## src/rtl/bram_stream_reader.sv

```systemverilog
// rtl/bram_stream_reader.sv - BRAM port-B burst reader with credit-checked skid FIFO onto a valid/ready stream
module bram_stream_reader #(
  parameter int WIDTH  = 272,
  parameter int AW     = 8,
  parameter int RD_LAT = 2,
  parameter int FDEPTH = 4
) (
  input  logic             clk,
  input  logic             rstn,
  input  logic             start,
  input  logic [AW-1:0]    base_addr,
  input  logic [AW:0]      count,
  output logic             busy,
  output logic             done,
  output logic             ram_enb,
  output logic [AW-1:0]    ram_addrb,
  input  logic [WIDTH-1:0] ram_doutb,
  output logic [WIDTH-1:0] m_data,
  output logic             m_valid,
  input  logic             m_ready,
  output logic             m_last
);

  localparam int PW = (FDEPTH > 1) ? $clog2(FDEPTH) : 1;
  localparam int CW = $clog2(FDEPTH + RD_LAT + 1) + 1;
  localparam logic [AW:0] ONE = {{AW{1'b0}}, 1'b1};

  typedef enum logic [1:0] {IDLE, ISSUE, DRAIN, DONE} state_t;

  state_t            state_q, state_d;
  logic              busy_q, busy_d;
  logic              done_q, done_d;
  logic [AW-1:0]     base_q, base_d;
  logic [AW:0]       count_q, count_d;
  logic [AW:0]       issued_q, issued_d;
  logic [AW:0]       popped_q, popped_d;
  logic [RD_LAT-1:0] tag_q, tag_d;
  logic [WIDTH-1:0]  mem_q [FDEPTH];
  logic [WIDTH-1:0]  mem_d [FDEPTH];
  logic [PW-1:0]     wr_ptr_q, wr_ptr_d;
  logic [PW-1:0]     rd_ptr_q, rd_ptr_d;
  logic [CW-1:0]     occ_q, occ_d;

  logic              push, pop, enb, credit_ok;
  logic [CW-1:0]     inflight;
  logic [CW-1:0]     committed;

  // Reads outstanding in the BRAM pipeline, counting the one landing this cycle
  always_comb begin
    inflight = '0;
    for (int i = 0; i < RD_LAT; i++) begin
      inflight = inflight + CW'(tag_q[i]);
    end
  end

  // Credit check: a new read is allowed only if it still fits once this cycle's pop leaves
  always_comb begin
    pop       = (occ_q != '0) && m_ready;
    push      = tag_q[RD_LAT-1];
    committed = occ_q + inflight - CW'(pop);
    credit_ok = committed < CW'(FDEPTH);
    enb       = (state_q == ISSUE) && (issued_q != count_q) && credit_ok;
  end

  // Enable tag shift register mirrors the BRAM read latency
  always_comb begin
    tag_d    = '0;
    tag_d[0] = enb;
    for (int i = 1; i < RD_LAT; i++) begin
      tag_d[i] = tag_q[i-1];
    end
  end

  // Burst sequencing: issue reads, wait for the last beat, then a one-cycle done pulse
  always_comb begin
    state_d  = state_q;
    done_d   = 1'b0;
    base_d   = base_q;
    count_d  = count_q;
    issued_d = issued_q;
    popped_d = popped_q;
    if (pop) begin
      popped_d = popped_q + ONE;
    end
    case (state_q)
      IDLE: begin
        if (start) begin
          base_d   = base_addr;
          count_d  = count;
          issued_d = '0;
          popped_d = '0;
          state_d  = (count == '0) ? DONE : ISSUE;
        end
      end
      ISSUE: begin
        if (enb) begin
          issued_d = issued_q + ONE;
          if ((issued_q + ONE) == count_q) begin
            state_d = DRAIN;
          end
        end
      end
      DRAIN: begin
        if (pop && ((popped_q + ONE) == count_q)) begin
          state_d = DONE;
          done_d  = 1'b1;
        end
      end
      DONE: begin
        // An empty burst arrives here with done low and spends one extra cycle before pulsing
        if (done_q) begin
          state_d = IDLE;
        end else begin
          done_d = 1'b1;
        end
      end
      default: state_d = IDLE;
    endcase
    busy_d = (state_d != IDLE);
  end

  // Skid FIFO: push from the read pipeline, pop on stream handshake
  always_comb begin
    mem_d    = mem_q;
    wr_ptr_d = wr_ptr_q;
    rd_ptr_d = rd_ptr_q;
    occ_d    = occ_q;
    if (push) begin
      mem_d[wr_ptr_q] = ram_doutb;
      wr_ptr_d = (wr_ptr_q == PW'(FDEPTH - 1)) ? '0 : wr_ptr_q + PW'(1);
    end
    if (pop) begin
      rd_ptr_d = (rd_ptr_q == PW'(FDEPTH - 1)) ? '0 : rd_ptr_q + PW'(1);
    end
    case ({push, pop})
      2'b10:   occ_d = occ_q + CW'(1);
      2'b01:   occ_d = occ_q - CW'(1);
      default: occ_d = occ_q;
    endcase
  end

  // Control state, counters, read pipeline and FIFO pointers; all cleared by reset
  always_ff @(posedge clk or negedge rstn) begin
    if (!rstn) begin
      state_q  <= IDLE;
      busy_q   <= 1'b0;
      done_q   <= 1'b0;
      base_q   <= '0;
      count_q  <= '0;
      issued_q <= '0;
      popped_q <= '0;
      tag_q    <= '0;
      wr_ptr_q <= '0;
      rd_ptr_q <= '0;
      occ_q    <= '0;
    end else begin
      assert (!(push && !pop && (occ_q == CW'(FDEPTH))));
      state_q  <= state_d;
      busy_q   <= busy_d;
      done_q   <= done_d;
      base_q   <= base_d;
      count_q  <= count_d;
      issued_q <= issued_d;
      popped_q <= popped_d;
      tag_q    <= tag_d;
      wr_ptr_q <= wr_ptr_d;
      rd_ptr_q <= rd_ptr_d;
      occ_q    <= occ_d;
    end
  end

  // FIFO storage needs no reset: the head is masked whenever the FIFO is empty
  always_ff @(posedge clk) begin
    mem_q <= mem_d;
  end

  assign busy      = busy_q;
  assign done      = done_q;
  assign ram_enb   = enb;
  assign ram_addrb = base_q + issued_q[AW-1:0];
  assign m_valid   = (occ_q != '0);
  assign m_data    = m_valid ? mem_q[rd_ptr_q] : '0;
  assign m_last    = m_valid && (popped_q == (count_q - ONE));

endmodule

```

## config.mk

```make
export PLATFORM = sky130hd
export DESIGN_NAME = bram_stream_reader
export DESIGN_NICKNAME = d
export VERILOG_FILES = /design/src/rtl/bram_stream_reader.sv
export SDC_FILE = /design/constraint.sdc
export NUM_CORES = 1
export LEC_CHECK = 0
export ABC_AREA = 1
export CAP_MARGIN = 40
export CELL_PAD_IN_SITES_DETAIL_PLACEMENT = 1
export CELL_PAD_IN_SITES_GLOBAL_PLACEMENT = 2
export CORE_MARGIN = 1.5
export CORE_UTILIZATION = 35
export DETAILED_ROUTE_END_ITERATION = 7
export PLACE_DENSITY = 0.78
export SLEW_MARGIN = 20
export SYNTH_ARGS = -nofsm -noshare
export SYNTH_HDL_FRONTEND = slang
export SYNTH_SLANG_ARGS = --single-unit
```

## constraint.sdc

```tcl
create_clock -name clk -period 7.7 [get_ports clk]
set_clock_uncertainty 0.2 [all_clocks]
set_input_delay 1.54 -clock clk [delete_from_list [all_inputs] [get_ports clk]]
set_output_delay 1.54 -clock clk [all_outputs]
set_load 0.005 [all_outputs]
```

==> impl_metrics.json <==
{
  "placeableCoreArea_um2": 128000,
  "die_w_um": 363,
  "cp-start-kind": "primary input",
  "endpoint_kind": "output pin",
  "hp-class": "register to register",
  "cts_resized": 0,
  "synth_seq_cells": 1137,
  "fillers": 13264,
  "drv_cap": 0,
  "arrival_ns": 4.68,
  "cpMostUsedCell": "nand2_1",
  "report.final.slew_viol_count": 0,
  "netlist.area_leader.share": 0.722,
  "place_hpwl_um": 72600,
  "top_layer_used": "met5",
  "synthFlopType": "edfxtp_1",
  "rsz0062_at_grt": "no",
  "grt_pass1_vias": 31027,
  "worst_pin_slew_ns": 1.05,
  "synth_edf_count": 1088,
  "final-setup-viol-count": 0,
  "cts_tree": "built",
  "ys_top_cells_by_count": "1118 x nor2_1, 1088 x edfxtp_1, 556 x o21ai_0",
  "async_reset_ff_frac": 0.0431,
  "cp_num_buf_inv": 5,
  "synth_most_common_cell": "nor2_1",
  "wirelength_um": 127000,
  "outcome": "completed",
  "finalHoldViolCount": 0,
  "grt_max_degree": 173,
  "required_ns": 5.96,
  "fin_nets": 4523,
  "ir_drop_v": 0.000261,
  "p_leak_nw": 19.2,
  "p_per_area_nw_per_um2": 410,
  "synth-seq-area-share": 0.749,
  "wl_met3_um": 8230,
  "cts_max_path_buffers": 3,
  "critPathSlowestCell": "clkdlybuf4s50_1",
  "firstDrtPassIters": 5,
  "max_stage_delay_ns": 0.56,
  "io_buffers": 577,
  "area_delta_synth_final_pct": 25.5,
  "synth_warnings": 0,
  "grt_usage": 0.191,
  "cts_hold_buf": 0,
  "slew_headroom": 0.297,
  "clk_latency_ns": 0.77,
  "start_util": 0.354,
  "postLayoutCoreUtil": 0.444,
  "grt_antenna_before_repair": 28,
  "num_rows": 131,
  "clk_pin_slew_worst_paths_ns": 0.05,
  "cts.sinks": 1137,
  "cts_made_buffers": 130,
  "vias": 29917,
  "first_iter_violations": 1502,
  "path_class": "primary input to output pin",
  "r2r_setup_slack_ns": 3.99,
  "drc": 0,
  "ant_nets": 0,
  "gp_congestion": 0.748,
  "fin_crit_sh": 0.834,
  "floorplan.die_area_um2": 131000,
  "avgViaCountPerCell": 5.00,
  "wirelength_met1_um": 52200,
  "htreeDepth": 4,
  "wl_per_cell_um": 21.2,
  "fmax_ghz": 0.156,
  "synth.cell_area_um2": 45300,
  "crit_chain": "clkdlybuf4s50_1 > a21boi_4 > inv_2 > nor2_2 > inv_1 > nand2_2 > ha_1 > nand2_1 > nand2_1 > a21oi_1 > inv_1 > nand2_1 > nand3_2 > nor2_2 > clkdlybuf4s50_1",
  "syn-num-nets": 4000,
  "grt_pass1_wl_um": 191000,
  "overflow": 0,
  "fp.dieH_um": 363,
  "cp_top_family": "buffers and inverters",
  "post_cts_buffers": 0,
  "setup_tns_ns": 0,
  "drive_above_1_share": 0.0575,
  "synthTopCellsByArea": "edfxtp_1 72%, nor2_1 9.3%, o21ai_0 6.1%",
  "synth.distinct_cells": 37,
  "synth_area_per_cell_um2": 12.3,
  "cts_root_buf": "clkbuf_16",
  "syn_inst": 3684,
  "met2WireLength_um": 63200,
  "cp_max_fo": 17,
  "yosysTopAreaCell": "edfxtp_1",
  "final.min_clock_period_ns": 6.42,
  "num_io_pins": 578
}
==> metal layers <==
| metal | vias to the layer above | GRT usage |
|---|---|---|
| li1 | 14055 | - |
| met1 | 15051 | 0.229 |
| met2 | 578 | 0.328 |
| met3 | 197 | 0.0590 |
| met4 | 36 | 0.0600 |
| met5 | - | 0 |
==> tightest hold or removal path: cells and delay by family (launching register included) <==
family           cells  cell delay, ns
DFF                  1            0.35
and+or+nand+nor      2            0.11
==> placed cells by master, fill, tap and decap left out, drive strengths merged, types with 3 or more instances in the layout <==
cell type,instances
nand3,41
clkinvlp,4
ha,21
xnor2,8
clkdlybuf4s50,576
clkinv,55
bufinv,5
xor2,22
buf,38
nor2,1127
nor3,9
edfxtp,1088
a21oi,292
diode,7
o21ai,578
nand4,3
nand2,141
inv,76
dfrtp,49
clkbuf,165
==> registers in the layout, summed over array words and instances (netlist names) <==
signal and cells:
base_q 8, busy 1, count_q 9, done 1, issued_q 9, mem_q 1088
occ_q 4, popped_q 9, rd_ptr_q 2, state_q 2, tag_q 2, wr_ptr_q 2
==> per-stage QoR <==
stage	cells	worst slack [ns]	hold WS, ns	area (µm²)	power, mW
floorplan	3684	0.948	0.154	45300	13.1
global placement	5731	1.32	0.274	52600	17.5
detailed placement	5735	1.31	0.265	52700	17.7
CTS	5971	1.30	0.274	56700	23.7
global route	5977	1.04	0.293	56800	24.7
finish	5980	1.28	0.289	56800	23.3
==> cell families (layout without fill, tap and decap cells) <==
| kind of cell | Yosys count | count (layout) | share of synthesized area |
|---|---|---|---|
| buf+inv | 292 | 919 | 0.0271 |
| other cells | 0 | 7 | 0 |
| xor+xnor | 30 | 30 | 0.00581 |
| simple gates | 1323 | 1323 | 0.113 |
| flops | 1137 | 1137 | 0.749 |
| compound gates | 879 | 879 | 0.0983 |
| fa+ha+maj | 23 | 23 | 0.00669 |
==> cell type report <==
cell class / instances / area [µm²] / area share
Inverter: 69 / 312 / 0.00548
Tap cell: 1662 / 2080 / 0.0366
Clock buffer: 165 / 3430 / 0.0603
Multi-Input combinational cell: 2255 / 10100 / 0.178
Sequential cell: 1137 / 33900 / 0.597
Antenna cell: 7 / 17.5 / 0.000308
Clock inverter: 71 / 642 / 0.0113
Timing Repair Buffer: 614 / 6300 / 0.111
==> path summary, 6_finish.rpt <==
path,start,end,depth (start not counted)
hold reg to reg,base_q[6],base_q[6],2
max in group asynchronous,rstn,rd_ptr_q[0],2
min in group asynchronous,rstn,wr_ptr_q[0],2
setup / recovery,m_ready,ram_enb,15
hold / removal,base_q[6],base_q[6],2
setup reg to reg,occ_q[2],issued_q[5],18
==> power by group <==
part | internal (mW) | switching, mW
combinational | 3.81 | 5.28
sequential | 7.93 | 0.388
clock | 3.36 | 2.51
total | 15.1 | 8.17
(Power assumes the default switching activity.)
